[src/rtl/mmio_pkg.sv]
// Shared constants and helpers for the MMIO bridge: register offsets, reset
// patterns for the 7-segment outputs and the hex-to-segment decoder.
package mmio_pkg;

    localparam logic [9:0] OFF_LED   = 10'h060;
    localparam logic [9:0] OFF_SW    = 10'h070;
    localparam logic [9:0] OFF_SEG   = 10'h080;
    localparam logic [9:0] OFF_BLANK = 10'h084;

    localparam logic [7:0] SEG_EN_RST  = 8'hFE;
    localparam logic [7:0] SEG_LED_RST = 8'hC0;
    localparam logic [7:0] SEG_DARK    = 8'hFF;

    typedef enum logic [2:0] {
        REG_NONE,
        REG_LED,
        REG_SW,
        REG_SEG,
        REG_BLANK
    } reg_sel_e;

    function automatic reg_sel_e decode_offset(input logic [9:0] off);
        case (off)
            OFF_LED:   return REG_LED;
            OFF_SW:    return REG_SW;
            OFF_SEG:   return REG_SEG;
            OFF_BLANK: return REG_BLANK;
            default:   return REG_NONE;
        endcase
    endfunction

    // Active-low segments {dp,g,f,e,d,c,b,a}; dp stays dark.
    function automatic logic [7:0] hex7seg(input logic [3:0] nib);
        case (nib)
            4'h0: return 8'hC0;
            4'h1: return 8'hF9;
            4'h2: return 8'hA4;
            4'h3: return 8'hB0;
            4'h4: return 8'h99;
            4'h5: return 8'h92;
            4'h6: return 8'h82;
            4'h7: return 8'hF8;
            4'h8: return 8'h80;
            4'h9: return 8'h90;
            4'hA: return 8'h88;
            4'hB: return 8'h83;
            4'hC: return 8'hC6;
            4'hD: return 8'hA1;
            4'hE: return 8'h86;
            default: return 8'h8E;
        endcase
    endfunction

endpackage

[src/rtl/mmio_bridge_if.sv]
// CPU-side load/store port of the MMIO bridge; the CPU is master, the bridge slave.
interface mmio_bus_if;
    logic [31:0] addr;
    logic        mem_read;
    logic        mem_write;
    logic [31:0] wdata;
    logic        io_sel;
    logic [31:0] rdata;

    modport master (output addr, mem_read, mem_write, wdata, input io_sel, rdata);
    modport slave  (input addr, mem_read, mem_write, wdata, output io_sel, rdata);
endinterface

[src/rtl/mmio_bridge_seg_scanner.sv]
// Multiplexed 8-digit 7-segment driver: dwells SCAN_DIV cycles per digit and
// reloads enable and segment outputs together on each digit refresh edge.
module seg_scanner
    import mmio_pkg::*;
#(
    parameter int unsigned SCAN_DIV = 50000
) (
    input  logic        clock,
    input  logic        reset,
    input  logic [31:0] value,
    input  logic [7:0]  blank,
    output logic [7:0]  seg_led_o,
    output logic [7:0]  seg_en_o
);

    localparam int unsigned    DIV_W    = 20;
    localparam logic [DIV_W-1:0] DIV_LAST = DIV_W'(SCAN_DIV - 1);

    logic [DIV_W-1:0] div_q, div_d;
    logic [2:0]       idx_q, idx_d;
    logic [7:0]       en_q, en_d;
    logic [7:0]       led_q, led_d;
    logic             tick;

    // NOTE: every signal gets a default at the top of always_comb so no path leaves it unassigned (no latch).
    always_comb begin
        tick  = (div_q == DIV_LAST);
        div_d = tick ? '0 : div_q + 1'b1;
        idx_d = idx_q;
        en_d  = en_q;
        led_d = led_q;
        if (tick) begin
            idx_d = idx_q + 3'd1;
            en_d  = ~(8'b1 << idx_d);
            led_d = blank[idx_d] ? SEG_DARK : hex7seg(value[{idx_d, 2'b00} +: 4]);
        end
    end

    // NOTE: state flops use non-blocking assignments; reset is asynchronous so digit 0 returns immediately.
    always_ff @(posedge clock or posedge reset) begin
        if (reset) begin
            div_q <= '0;
            idx_q <= '0;
            en_q  <= SEG_EN_RST;
            led_q <= SEG_LED_RST;
        end else begin
            div_q <= div_d;
            idx_q <= idx_d;
            en_q  <= en_d;
            led_q <= led_d;
        end
    end

    assign seg_en_o  = en_q;
    assign seg_led_o = led_q;

endmodule

[src/rtl/mmio_bridge.sv]
// I/O-window decoder for CPU loads/stores: LED, switch, 7-segment value and
// blanking registers, plus the registered read mux feeding the CPU load path.
module mmio_bridge
    import mmio_pkg::*;
#(
    parameter logic [31:0] IO_BASE  = 32'hFFFF_FC00,
    parameter int unsigned SCAN_DIV = 50000,
    parameter int unsigned SW_W     = 24,
    parameter int unsigned LED_W    = 24
) (
    input  logic             clock,
    input  logic             reset,
    mmio_bus_if.slave        bus,
    input  logic [SW_W-1:0]  switch_i,
    output logic [LED_W-1:0] led_o,
    output logic [7:0]       seg_led_o,
    output logic [7:0]       seg_en_o
);

    logic             io_sel;
    reg_sel_e         reg_sel;
    logic             wr_en;
    logic             rd_en;
    logic [31:0]      rd_value;

    logic [LED_W-1:0] led_q, led_d;
    logic [31:0]      seg_q, seg_d;
    logic [7:0]       blank_q, blank_d;
    logic [31:0]      rdata_q, rdata_d;
    logic [SW_W-1:0]  sw_meta_q, sw_meta_d;
    logic [SW_W-1:0]  sw_sync_q, sw_sync_d;

    always_comb begin
        io_sel  = (bus.addr[31:10] == IO_BASE[31:10]);
        reg_sel = decode_offset(bus.addr[9:0]);
        wr_en   = bus.mem_write && io_sel;
        rd_en   = bus.mem_read && io_sel;

        // Read mux sees pre-write state, so a same-cycle load+store returns the old value.
        rd_value = '0;
        case (reg_sel)
            REG_LED:   rd_value[LED_W-1:0] = led_q;
            REG_SW:    rd_value[SW_W-1:0]  = sw_sync_q;
            REG_SEG:   rd_value            = seg_q;
            REG_BLANK: rd_value[7:0]       = blank_q;
            default:   ;
        endcase
        rdata_d = rd_en ? rd_value : '0;

        led_d   = led_q;
        seg_d   = seg_q;
        blank_d = blank_q;
        if (wr_en) begin
            case (reg_sel)
                REG_LED:   led_d   = bus.wdata[LED_W-1:0];
                REG_SEG:   seg_d   = bus.wdata;
                REG_BLANK: blank_d = bus.wdata[7:0];
                default:   ;
            endcase
        end

        sw_meta_d = switch_i;
        sw_sync_d = sw_meta_q;
    end

    always_ff @(posedge clock or posedge reset) begin
        if (reset) begin
            led_q     <= '0;
            seg_q     <= '0;
            blank_q   <= '0;
            rdata_q   <= '0;
            sw_meta_q <= '0;
            sw_sync_q <= '0;
        end else begin
            led_q     <= led_d;
            seg_q     <= seg_d;
            blank_q   <= blank_d;
            rdata_q   <= rdata_d;
            sw_meta_q <= sw_meta_d;
            sw_sync_q <= sw_sync_d;
        end
    end

    assign bus.io_sel = io_sel;
    assign bus.rdata  = rdata_q;
    assign led_o      = led_q;

    seg_scanner #(
        .SCAN_DIV (SCAN_DIV)
    ) u_scanner (
        .clock     (clock),
        .reset     (reset),
        .value     (seg_q),
        .blank     (blank_q),
        .seg_led_o (seg_led_o),
        .seg_en_o  (seg_en_o)
    );

endmodule

[src/flat_wrapper.sv]
// flat-port wrapper written by rule: the top's interface ports become plain ports
module mmio_bridge_flat import mmio_pkg::*;
#(
    parameter logic [31:0] IO_BASE  = 32'hFFFF_FC00,
    parameter int unsigned SCAN_DIV = 50000,
    parameter int unsigned SW_W     = 24,
    parameter int unsigned LED_W    = 24
)
  (clock, reset, switch_i, led_o, seg_led_o, seg_en_o, bus_addr, bus_mem_read, bus_mem_write, bus_wdata, bus_io_sel, bus_rdata);
  mmio_bus_if bus_i ();
  input  logic clock;
  input  logic reset;
  input  logic [SW_W-1:0] switch_i;
  output logic [LED_W-1:0] led_o;
  output logic [7:0] seg_led_o;
  output logic [7:0] seg_en_o;
  input wire logic [$bits(bus_i.addr)-1:0] bus_addr;
  input wire logic [$bits(bus_i.mem_read)-1:0] bus_mem_read;
  input wire logic [$bits(bus_i.mem_write)-1:0] bus_mem_write;
  input wire logic [$bits(bus_i.wdata)-1:0] bus_wdata;
  output wire logic [$bits(bus_i.io_sel)-1:0] bus_io_sel;
  output wire logic [$bits(bus_i.rdata)-1:0] bus_rdata;
  assign bus_i.addr = bus_addr;
  assign bus_i.mem_read = bus_mem_read;
  assign bus_i.mem_write = bus_mem_write;
  assign bus_i.wdata = bus_wdata;
  assign bus_io_sel = bus_i.io_sel;
  assign bus_rdata = bus_i.rdata;
  mmio_bridge #(.IO_BASE(IO_BASE), .SCAN_DIV(SCAN_DIV), .SW_W(SW_W), .LED_W(LED_W)) u_core (.clock(clock), .reset(reset), .bus(bus_i), .switch_i(switch_i), .led_o(led_o), .seg_led_o(seg_led_o), .seg_en_o(seg_en_o));
endmodule
[config.mk]
export PLATFORM = sky130hd
export DESIGN_NAME = mmio_bridge_flat
export DESIGN_NICKNAME = d
export VERILOG_FILES = /design/src/rtl/mmio_pkg.sv /design/src/rtl/mmio_bridge_if.sv /design/src/rtl/mmio_bridge_seg_scanner.sv /design/src/rtl/mmio_bridge.sv /design/src/flat_wrapper.sv
export SDC_FILE = /design/constraint.sdc
export NUM_CORES = 1
export LEC_CHECK = 0
export CORE_AREA = 8 8 169 123
export CTS_BUF_LIST = sky130_fd_sc_hd__clkbuf_4 sky130_fd_sc_hd__clkbuf_8
export CTS_CLUSTER_SIZE = 40
export DETAILED_ROUTE_END_ITERATION = 8
export DIE_AREA = 0 0 177 131
export PLACE_DENSITY = 0.81
export SLEW_MARGIN = 20
export SYNTH_ARGS = -nofsm -noshare
export SYNTH_HDL_FRONTEND = slang
export SYNTH_HIERARCHICAL = 1
export SYNTH_SLANG_ARGS = --single-unit
export TNS_END_PERCENT = 10
[constraint.sdc]
create_clock -name clock -period 5.25 [get_ports clock]
set_clock_uncertainty 0.2 [all_clocks]
set_input_delay 1.05 -clock clock [delete_from_list [all_inputs] [get_ports clock]]
set_output_delay 1.05 -clock clock [all_outputs]
set_load 0.02 [all_outputs]
==> results.py <==
metrics = {
    "status": {
        "outcome": "complete, no violations",
    },
    "cells_and_area": {
        "regArea_um2": 4560,
        "nFillCells": 1495,
        "multi_input_area_um2": 3160,
        "final_layout_size_suffix_gt1_frac": 0.171,
        "finish.utilization": 0.559,
        "final_net_count": 873,
        "areaGrowthSynthToFinish_pct": 28.8,
    },
    "synth": {
        "ys_seq_elements": 182,
        "synthesized_area_divided_by_synthesized_cell_count_um2": 13.1,
        "post_syn_nets": 711,
        "post_synth_top_flop": "sky130_fd_sc_hd__dfrtp_1",
        "top_post_synthesis_cells_by_count": "174 x sky130_fd_sc_hd__dfrtp_1, 63 x sky130_fd_sc_hd__nor2_1, 50 x sky130_fd_sc_hd__mux2_4, 27 x sky130_fd_sc_hd__nand3_1, 25 x sky130_fd_sc_hd__a21oi_1",
        "synth_top_area_frac": 0.547,
        "synthDominantAreaCellType": "sky130_fd_sc_hd__dfrtp_1",
        "async_flop_share": 1.00,
        "synth.yosys.warnings": 6,
        "synth.yosys.seq_area_share": 0.573,
        "synth_edf_count": 0,
        "post_synth_num_cell_types": 57,
        "ys_top_cells_by_area": "sky130_fd_sc_hd__dfrtp_1 55%, sky130_fd_sc_hd__mux2_4 9.4%, sky130_fd_sc_hd__nor2_1 3.0%",
        "syn-instance-count": 607,
        "syn_area_um2": 7960,
        "yosysMostFrequentCell": "sky130_fd_sc_hd__dfrtp_1",
    },
    "sta": {
        "shortest_clock_period_the_worst_path_allows_after_layout_ns": 4.25,
        "setup_repair_after_global_routing_missed_its_margin": "no",
        "drv_slew": 0,
        "post-route-period-util": 0.809,
        "whs_ns": 0.155,
        "slew_limit_headroom": 0.370,
        "post-route-worst-setup-slack_ns": 1.00,
        "hold_viol": 0,
        "setup_total_negative_slack_ns": 0,
        "achievable_frequency_mhz": 236,
        "final-setup-viol-count": 0,
        "timing_worst_slew_pin_value_ns": 0.944,
    },
    "die": {
        "design.core.area_um2": 18300,
        "floorplan.io_pins": 165,
        "die_height_um": 131,
        "core.rowCount": 42,
        "floorplan.die_area_um2": 23200,
        "starting_utilization_of_the_core_area": 0.434,
        "width_of_the_chip_um": 177,
    },
    "routing": {
        "drcViolationCount": 0,
        "detail_route.first_pass.iterations": 4,
        "detailedRoute.firstIterationViolations": 395,
        "post_drt_wl_per_cell_um": 19.4,
        "viasPerCell": 5.23,
        "antenna_left": 0,
        "postRouteWirelength_um": 19900,
        "route.vias.total": 5364,
    },
    "placement": {
        "preCtsSetupSlack_ns": 1.00,
        "place.gp.congestion": 0.808,
        "hpwlAfterDp_um": 14500,
        "place.port_buffers": 163,
    },
    "global_route": {
        "grt_overflow_total": 0,
        "grt_pass1_vias": 5607,
        "grt_use_total": 0.177,
        "largest_net_degree_at_the_start_of_global_routing": 109,
        "wire_length_of_the_first_global_routing_pass_um": 31500,
        "initial_antenna_violation_count": 3,
    },
    "cts": {
        "number_of_buffers_on_the_longest_clock_path": 2,
        "cts_root_buffer": "sky130_fd_sc_hd__clkbuf_8",
        "tritoncts_num_sinks": 182,
        "cts_buffers": 17,
        "worst_skew_pair_later_pin_latency_ns": 0.47,
        "cts_tree": "yes",
        "clk_transition_reported_paths_ns": 0.09,
        "holdBufCountCts": 0,
        "post-cts-setup-buffer-count": 0,
        "htree_num_levels": 4,
        "cts.repair.resized": 0,
    },
    "power_and_ir_drop": {
        "power_per_standard_cell_area_nw_per_um2": 255,
        "static-leakage-power_uw": 0.00462,
        "worst_ir_drop_vdd_uv": 139,
    },
    "worst_setup_path": {
        "cp.arrival_ns": 3.00,
        "critical_path.max_stage_delay_ns": 0.61,
        "critPathKind": "in2out",
        "critPathMostFrequentCell": "sky130_fd_sc_hd__clkdlybuf4s50_1",
        "critPathLaunchType": "primary input",
        "path_cells": "clkdlybuf4s50_1 -> nand4_1 -> nor3_2 -> and2_1 -> clkdlybuf4s50_1",
        "critical-path-slowest-cell": "sky130_fd_sc_hd__clkdlybuf4s50_1",
        "timing.critical_path.to_type": "output pin",
        "worst_ep_required_time_ns": 4.00,
        "reg2reg_slack_ns": 1.26,
        "timing.critical_path.fanout_max": 7,
    },
    "job": {
        "cap_violations": 0,
    },
    "hold_path": {
        "classification_of_the_worst_slack_hold_path": "reg2reg",
    },
}
==> cell families (layout without fill, tap and decap cells) <==
| logic type | after synthesis | after routing | share of synthesized area |
|---|---|---|---|
| DFF | 182 | 182 | 0.573 |
| xor gates and xnor gates | 22 | 22 | 0.0266 |
| and+or+nand+nor | 174 | 174 | 0.124 |
| AOI/OAI and AO/OA | 77 | 77 | 0.0661 |
| other | 1 | 2 | 0.000471 |
| buffers and inverters | 49 | 224 | 0.0313 |
| muxes | 90 | 90 | 0.159 |
| adders and majority gates | 12 | 12 | 0.0189 |
==> registers in the layout, summed over array words and instances, names as in the netlist <==
| name | cells |
|---|---|
| u_core/u_scanner/seg_en_o | 8 |
| u_core/u_scanner/div_q | 20 |
| u_core/bus.rdata | 32 |
| u_core/sw_sync_q | 24 |
| u_core/u_scanner/idx_q | 3 |
| u_core/sw_meta_q | 24 |
| u_core/led_o | 24 |
| u_core/seg_q | 32 |
| u_core/blank_q | 8 |
| u_core/u_scanner/seg_led_o | 7 |
==> stage by stage <==
step	cells	instance area (um2)	total power (uW)
final	1025	10300	2620
after global routing	1024	10300	2720
after CTS	1024	10300	2650
after detailed placement	992	9800	1580
after global placement	992	9800	1580
after floorplan	607	7960	1490
==> layer usage <==
metal	vias to the layer above	GRT usage	share of wire
li1	2481	-	-
met1	2695	0.243	0.47
met2	157	0.265	0.45
met3	25	0.0563	0.065
met4	6	0.0527	0.012
met5	-	0	0.0021
==> critical path: cells and delay by family <==
kind / cells / cell delay [ns]
and+or+nand+nor: 3 / 0.87
buffers and inverters: 2 / 1.07
==> area by class of cell <==
class                           count  area share
Antenna cell                        1    0.000244
Clock buffer                       19      0.0255
Clock inverter                     13      0.0190
Inverter                           21     0.00817
Multi-Input combinational cell    376       0.308
Sequential cell                   182       0.445
Tap cell                          242      0.0295
Timing Repair Buffer              171       0.165
==> report_power, final <==
group / switching, uW / internal [uW]
Clock: 513 / 551
Sequential: 4.80 / 1420
Combinational: 62.9 / 67.1
==> worst paths after layout <==
| path | from | to | cells past startpoint |
|---|---|---|---|
| worst max-delay path | bus_addr[25] | bus_io_sel | 5 |
| worst min-delay path | u_core/sw_meta_q[11]$_DFF_PP0_ | u_core/sw_sync_q[11]$_DFF_PP0_ | 0 |
| worst max register to register | u_core/u_scanner/idx_q[0]$_DFFE_PP0N_ | u_core/u_scanner/seg_led_o[0]$_DFFE_PP0N_ | 10 |
| worst min register to register | u_core/sw_meta_q[11]$_DFF_PP0_ | u_core/sw_sync_q[11]$_DFF_PP0_ | 0 |
| max in group asynchronous | reset | u_core/bus.rdata[19]$_DFF_PP0_ | 3 |
| min in group asynchronous | reset | u_core/u_scanner/div_q[16]$_DFF_PP0_ | 3 |
==> cell usage in the layout (no fill, tap or decap), types with 2 or more instances in the layout <==
cell	count
sky130_fd_sc_hd__o21ai_0	5
sky130_fd_sc_hd__buf_4	8
sky130_fd_sc_hd__o21ba_2	2
sky130_fd_sc_hd__xor2_1	8
sky130_fd_sc_hd__a31oi_1	13
sky130_fd_sc_hd__clkbuf_8	19
sky130_fd_sc_hd__dfstp_2	8
sky130_fd_sc_hd__inv_6	3
sky130_fd_sc_hd__mux2i_1	17
sky130_fd_sc_hd__nor2_1	63
sky130_fd_sc_hd__nand4_1	15
sky130_fd_sc_hd__nand3_1	27
sky130_fd_sc_hd__mux2_1	7
sky130_fd_sc_hd__or2_2	3
sky130_fd_sc_hd__a21oi_1	25
sky130_fd_sc_hd__mux2_2	8
sky130_fd_sc_hd__nor3_1	3
sky130_fd_sc_hd__dfrtp_1	174
sky130_fd_sc_hd__mux2_4	50
sky130_fd_sc_hd__clkinv_4	3
sky130_fd_sc_hd__clkdlybuf4s50_1	163
sky130_fd_sc_hd__bufinv_16	4
sky130_fd_sc_hd__or4b_1	2
sky130_fd_sc_hd__and3_1	20
sky130_fd_sc_hd__nand2_1	16
sky130_fd_sc_hd__nand4_4	2
sky130_fd_sc_hd__nor3_2	3
sky130_fd_sc_hd__a31o_1	3
sky130_fd_sc_hd__or3_1	2
sky130_fd_sc_hd__a211oi_1	2
sky130_fd_sc_hd__ha_1	12
sky130_fd_sc_hd__mux4_2	8
sky130_fd_sc_hd__or4_1	2
sky130_fd_sc_hd__nor4_4	3
sky130_fd_sc_hd__inv_1	18
sky130_fd_sc_hd__a22o_1	21
sky130_fd_sc_hd__xnor2_1	13
sky130_fd_sc_hd__clkinvlp_4	2
Power figures use the tool's default switching activity.
==> RTL edit 1: new RTL, config.mk and constraints unchanged <==
`LED_W` is set to 24 in 2 places; all go to 12.
--- a/src/rtl/mmio_bridge.sv
+++ b/src/rtl/mmio_bridge.sv
@@ -6,7 +6,7 @@
     parameter logic [31:0] IO_BASE  = 32'hFFFF_FC00,
     parameter int unsigned SCAN_DIV = 50000,
     parameter int unsigned SW_W     = 24,
-    parameter int unsigned LED_W    = 24
+    parameter int unsigned LED_W    = 12
 ) (
     input  logic             clock,
     input  logic             reset,
--- a/src/flat_wrapper.sv
+++ b/src/flat_wrapper.sv
@@ -4,7 +4,7 @@
     parameter logic [31:0] IO_BASE  = 32'hFFFF_FC00,
     parameter int unsigned SCAN_DIV = 50000,
     parameter int unsigned SW_W     = 24,
-    parameter int unsigned LED_W    = 24
+    parameter int unsigned LED_W    = 12
 )
   (clock, reset, switch_i, led_o, seg_led_o, seg_en_o, bus_addr, bus_mem_read, bus_mem_write, bus_wdata, bus_io_sel, bus_rdata);
   mmio_bus_if bus_i ();
Ports: changed (resized led_o); port bits go from 165 to 153. The function was not compared with the original's and may differ.
==> RTL edit 1 against the unedited design <==
  * Critical path depth is the same
  * Sequential share of layout area grew 0.71 points
  * Sequential cell count shrank 12
  * Highest routed layer unchanged
  * Largest power group unchanged
  * Clock power shrank 13%
  * Synthesized cell count shrank 13%
  * Worst setup slack gained 0.19 ns
  * Area after synthesis shrank 8.6%
  * Routed wire length shrank 10%
  * Power shrank 9.2%
  * Cell area shrank 8.0%
==> RTL edit 1: results (changes against the unedited design) <==
grt_first_pass_wirelength_um: 28400  # -9.7%
worstSkewPairLatency_ns: 0.47  # about the same
seq_area_frac_synth: 0.586  # +0.0125
cpPeakStageDelay_ns: 0.61  # about the same
fillers: 1550  # +3.7%
n_antenna_cell: 0  # -1
cts_made_buffers: 17  # unchanged
synth_cell_types: 64  # +12%
grt_antenna_before_repair: 2  # -1
synth_xor_area_frac: 0.0290  # +0.00249
arrival_ns: 2.80  # -0.20 ns
track_usage: 0.163  # -0.0146
cp_max_fo: 3  # -4
grt_max_degree: 115  # +5.5%
nNetsFinal: 794  # -9.0%
synth_fa_ha_area_frac: 0.0206  # +0.00177
ir_worst_vdd_mv: 0.133  # -4.9%
setup.worst_path.end: "bus_io_sel"
synthMuxAreaShare: 0.174  # +0.0150
yosys_warnings: 6  # unchanged
htree_levels: 4  # unchanged
sw_frac_of_total: 0.258  # +0.0367
cp-startpoint: "bus_addr[29]"
hold_class: "register to register"
synth_common_cells: "162 x dfrtp_1, 56 x nor2_1, 31 x mux2_2, 30 x mux2_4, 29 x mux2i_1"
place_ws_ns: 1.11  # +0.107 ns
reg2reg_from: "u_core/u_scanner/idx_q[0]"
place_hpwl_um: 13200  # -9.1%
whs_endpoint: "u_core/sw_sync_q[15]"
viasPerCell: 5.06  # -3.4%
routed_wl_um: 17800  # -10%
min-delay-start: "u_core/sw_meta_q[15]"
outcome: "finished, final reports clean"
power.leakage_uw: 0.00422  # -8.6%
worstMarginPinSlew_ns: 0.900  # -0.0442 ns
ys.flop_type: "dfrtp_1"
r2r_end: "u_core/u_scanner/seg_led_o[0]"
synth-compound-area-share: 0.0548  # -0.0113
cts_resized: 0  # unchanged
worst-r2r-setup-slack_ns: 1.46  # +0.20 ns
globalplace.congestion: 0.844  # +4.5%
first_iter_violations: 358  # -9.4%
layout-drive-gt1-share: 0.195  # +0.0235
root_buffer: "clkbuf_8"
io_buffers: 151  # -7.4%
fin_hold_ws_ns: 0.156  # +0.00147 ns
setup_violations: 0  # unchanged
cts_buffer_depth: 2  # unchanged
clk_pin_slew_worst_paths_ns: 0.10
synth_fp_nets: 634  # -11%
whs_path_depth: 0  # unchanged
postCtsSetupBuffers: 0  # unchanged
drtPass1Iterations: 5  # +1
first_global_vias: 5090  # -9.2%
yosys-top-cells-area: "dfrtp_1 56%, mux2_4 6.2%, mux2_2 4.8%"
slowest_stage: "clkdlybuf4s50_1"
r2r_cells: 10  # unchanged
synth-async-reset-ratio: 1.00  # unchanged
period_share: 0.772  # -0.0370
RTL edit 1: cell count changes after synthesis, sizes merged, moves of 12 or more:
| cell | before | now |
|---|---|---|
| and3 | 20 | 4 |
| mux2i | 17 | 29 |
| a22o | 21 | 0 |
| a21oi | 25 | 6 |
| clkbuf | 14 | 2 |
| dfrtp | 174 | 162 |
RTL edit 1: worst max-delay path: cells and delay by family:
family	cells	cell delay, ns
buffers and inverters	2	1.07
and+or+nand+nor	3	0.67
RTL edit 1: final cells by class:
type,count,area [µm²],share of cell area
tap,242,303,0.0321
clock inverter,15,164,0.0174
clock buffer,17,234,0.0248
inverter,12,52.6,0.00557
multi-input combinational,330,2840,0.301
timing repair buffer,159,1570,0.167
sequential,170,4260,0.452
RTL edit 1: kinds of logic after synthesis:
logic type | Yosys count
AO/OA/AOI/OAI | 50
XOR/XNOR | 22
adder cells (fa/ha/maj) | 12
buffers and inverters | 30
flip-flops | 170
multiplexers | 98
other | 1
AND/OR/NAND/NOR | 147
RTL edit 1: metal layers:
layer  routed length [µm]  track usage  share of wire
met3                 1190       0.0531          0.067
met5                   27            0         0.0015
met4                  366       0.0729          0.021
met1                 8640        0.223           0.48
met2                 7600        0.230           0.43
RTL edit 1: metrics by stage:
| stage | cells | cell area, µm² |
|---|---|---|
| 3_3_place_gp | 913 | 9030 |
| 6_report | 945 | 9430 |
| 2_1_floorplan | 530 | 7280 |
| 4_1_cts | 945 | 9430 |
| 3_5_place_dp | 913 | 9030 |
| 5_1_grt | 945 | 9430 |
RTL edit 1: power by group through the flow:
stage	clock network (µW)	registers [µW]	logic, µW
after global placement	0	1360	121
final	922	1330	122
after floorplan	0	1360	37.9
after detailed placement	0	1360	123
after CTS	949	1330	124
after global routing	1010	1330	134
==> RTL edit 2: new RTL, same flow settings <==
Without the edit above. Add an input register stage for `switch_i`, without a reset; this delays it by one clock. The other inputs are not delayed to match.
--- a/src/rtl/mmio_bridge.sv
+++ b/src/rtl/mmio_bridge.sv
@@ -16,6 +16,12 @@
     output logic [7:0]       seg_led_o,
     output logic [7:0]       seg_en_o
 );
+
+    logic [SW_W-1:0] switch_q;
+
+    always_ff @(posedge clock) begin
+        switch_q <= switch_i;
+    end
 
     logic             io_sel;
     reg_sel_e         reg_sel;
@@ -59,7 +65,7 @@
             endcase
         end
 
-        sw_meta_d = switch_i;
+        sw_meta_d = switch_q;
         sw_sync_d = sw_meta_q;
     end
 
Formal check against the unedited RTL: not equivalent (a bounded check fails within 4 cycles, from zero or initial values and one cycle with reset high).
==> RTL edit 2 against the unedited design <==
  * Critical path depth unchanged
  * Via count is 4.5% higher
  * Routed wire length grew 3.1%
  * Cell area rose by 7.1%
  * Area after synthesis increased by 6.0%
  * Sequential cell count rose by 24
  * Worst setup slack got worse by 0.018 ns
  * Hold slack worse by 0.033 ns
  * Power grew 22%
  * Critical path type unchanged
  * Highest routed layer unchanged
==> RTL edit 2: results (changes against the unedited design) <==
htree_levels: 1  # -3
synth-async-reset-ratio: 0.883  # -0.117
n_antenna_cell: 0  # -1
wl_met1_um: 9290  # about the same
layout-drive-gt1-share: 0.190  # +0.0190
syn_inst: 631  # +4.0%
hold_class: "register to register"
arrival_ns: 3.01  # about the same
viasPerCell: 5.23  # -0.11%
synth-compound-area-share: 0.0624  # -0.00376
grt_first_pass_wirelength_um: 32400  # +2.9%
use_met3: 0.0497  # -0.00660
outcome: "finished, final reports clean"
p_int_uw: 2520  # +24%
clk-power_uw: 1450  # +37%
synth_cell_types: 58  # +1.8%
place_hpwl_um: 14600  # +0.41%
synth_xor_area_frac: 0.0250  # -0.00151
ir_worst_vdd_mv: 0.243  # +74%
globalplace.congestion: 0.828  # +2.6%
regArea_um2: 5040  # +11%
grt_use_met2: 0.274  # +0.00873
clkCellAreaFrac: 0.0642  # +0.0197
fillers: 1456  # -2.6%
drt-wirelength-per-cell_um: 19.1  # -1.5%
cts_buffer_depth: 3  # +1
nClkBuffers: 49  # +30
clk_pin_slew_worst_paths_ns: 0.06  # -0.03 ns
first_iter_violations: 382  # -3.3%
min-delay-start: "u_core/sw_meta_d[4]"
routed-wl-met2_um: 9200  # +2.2%
first_global_vias: 5868  # +4.7%
synth_top_area_share: 0.516  # -0.0311
power.leakage_uw: 0.00497  # +7.6%
yosys-top-cells-area: "dfrtp_1 52%, mux2_4 8.9%, dfxtp_1 5.7%"
grt_max_degree: 91  # -17%
design.seq.count: 206  # +13%
cts_made_buffers: 30  # +13
drtPass1Iterations: 5  # +1
grtUsageMet1: 0.242  # -0.000676
grt_antenna_before_repair: 2  # -1
multi_input_area_share: 0.287  # -0.0204
synthMuxAreaShare: 0.150  # -0.00907
worstSkewPairLatency_ns: 0.54  # +0.07 ns
seq_area_frac_synth: 0.597  # +0.0243
dp_cells: 1016  # +2.4%
route.met3.wl_um: 1560  # +20%
worstMarginPinSlew_ns: 0.972  # +0.0281 ns
nNetsFinal: 910  # +4.2%
buffer_area_frac: 0.154  # -0.0109
[RTL edit 2: cell count changes in the layout (fill, tap and decap cells not counted)]
cell	unedited run	this run
inv_8	1	0
clkbuf_4	0	9
inv_6	3	1
bufinv_16	4	2
clkbuf_8	19	40
clkinvlp_4	2	1
diode_2	1	0
clkinv_4	3	0
clkinv_2	1	4
dfxtp_1	0	24
[RTL edit 2: metrics by stage]
stage,utilization,area (µm²),total power [µW],worst slack [ns],hold WS (ns)
floorplan,-,8440,1690,0.134,0.116
global placement,0.560,10300,1780,1.05,0.117
detailed placement,0.560,10300,1780,0.994,0.120
CTS,0.599,11000,3240,0.991,0.118
global route,0.599,11000,3320,0.898,0.130
finish,0.599,11000,3200,0.987,0.122
[RTL edit 2: critical path: stages]
cell	delay [ns]
clkdlybuf4s50_1	0.47
nand4_1	0.11
nor3_2	0.57
and2_1	0.21
clkdlybuf4s50_1	0.60
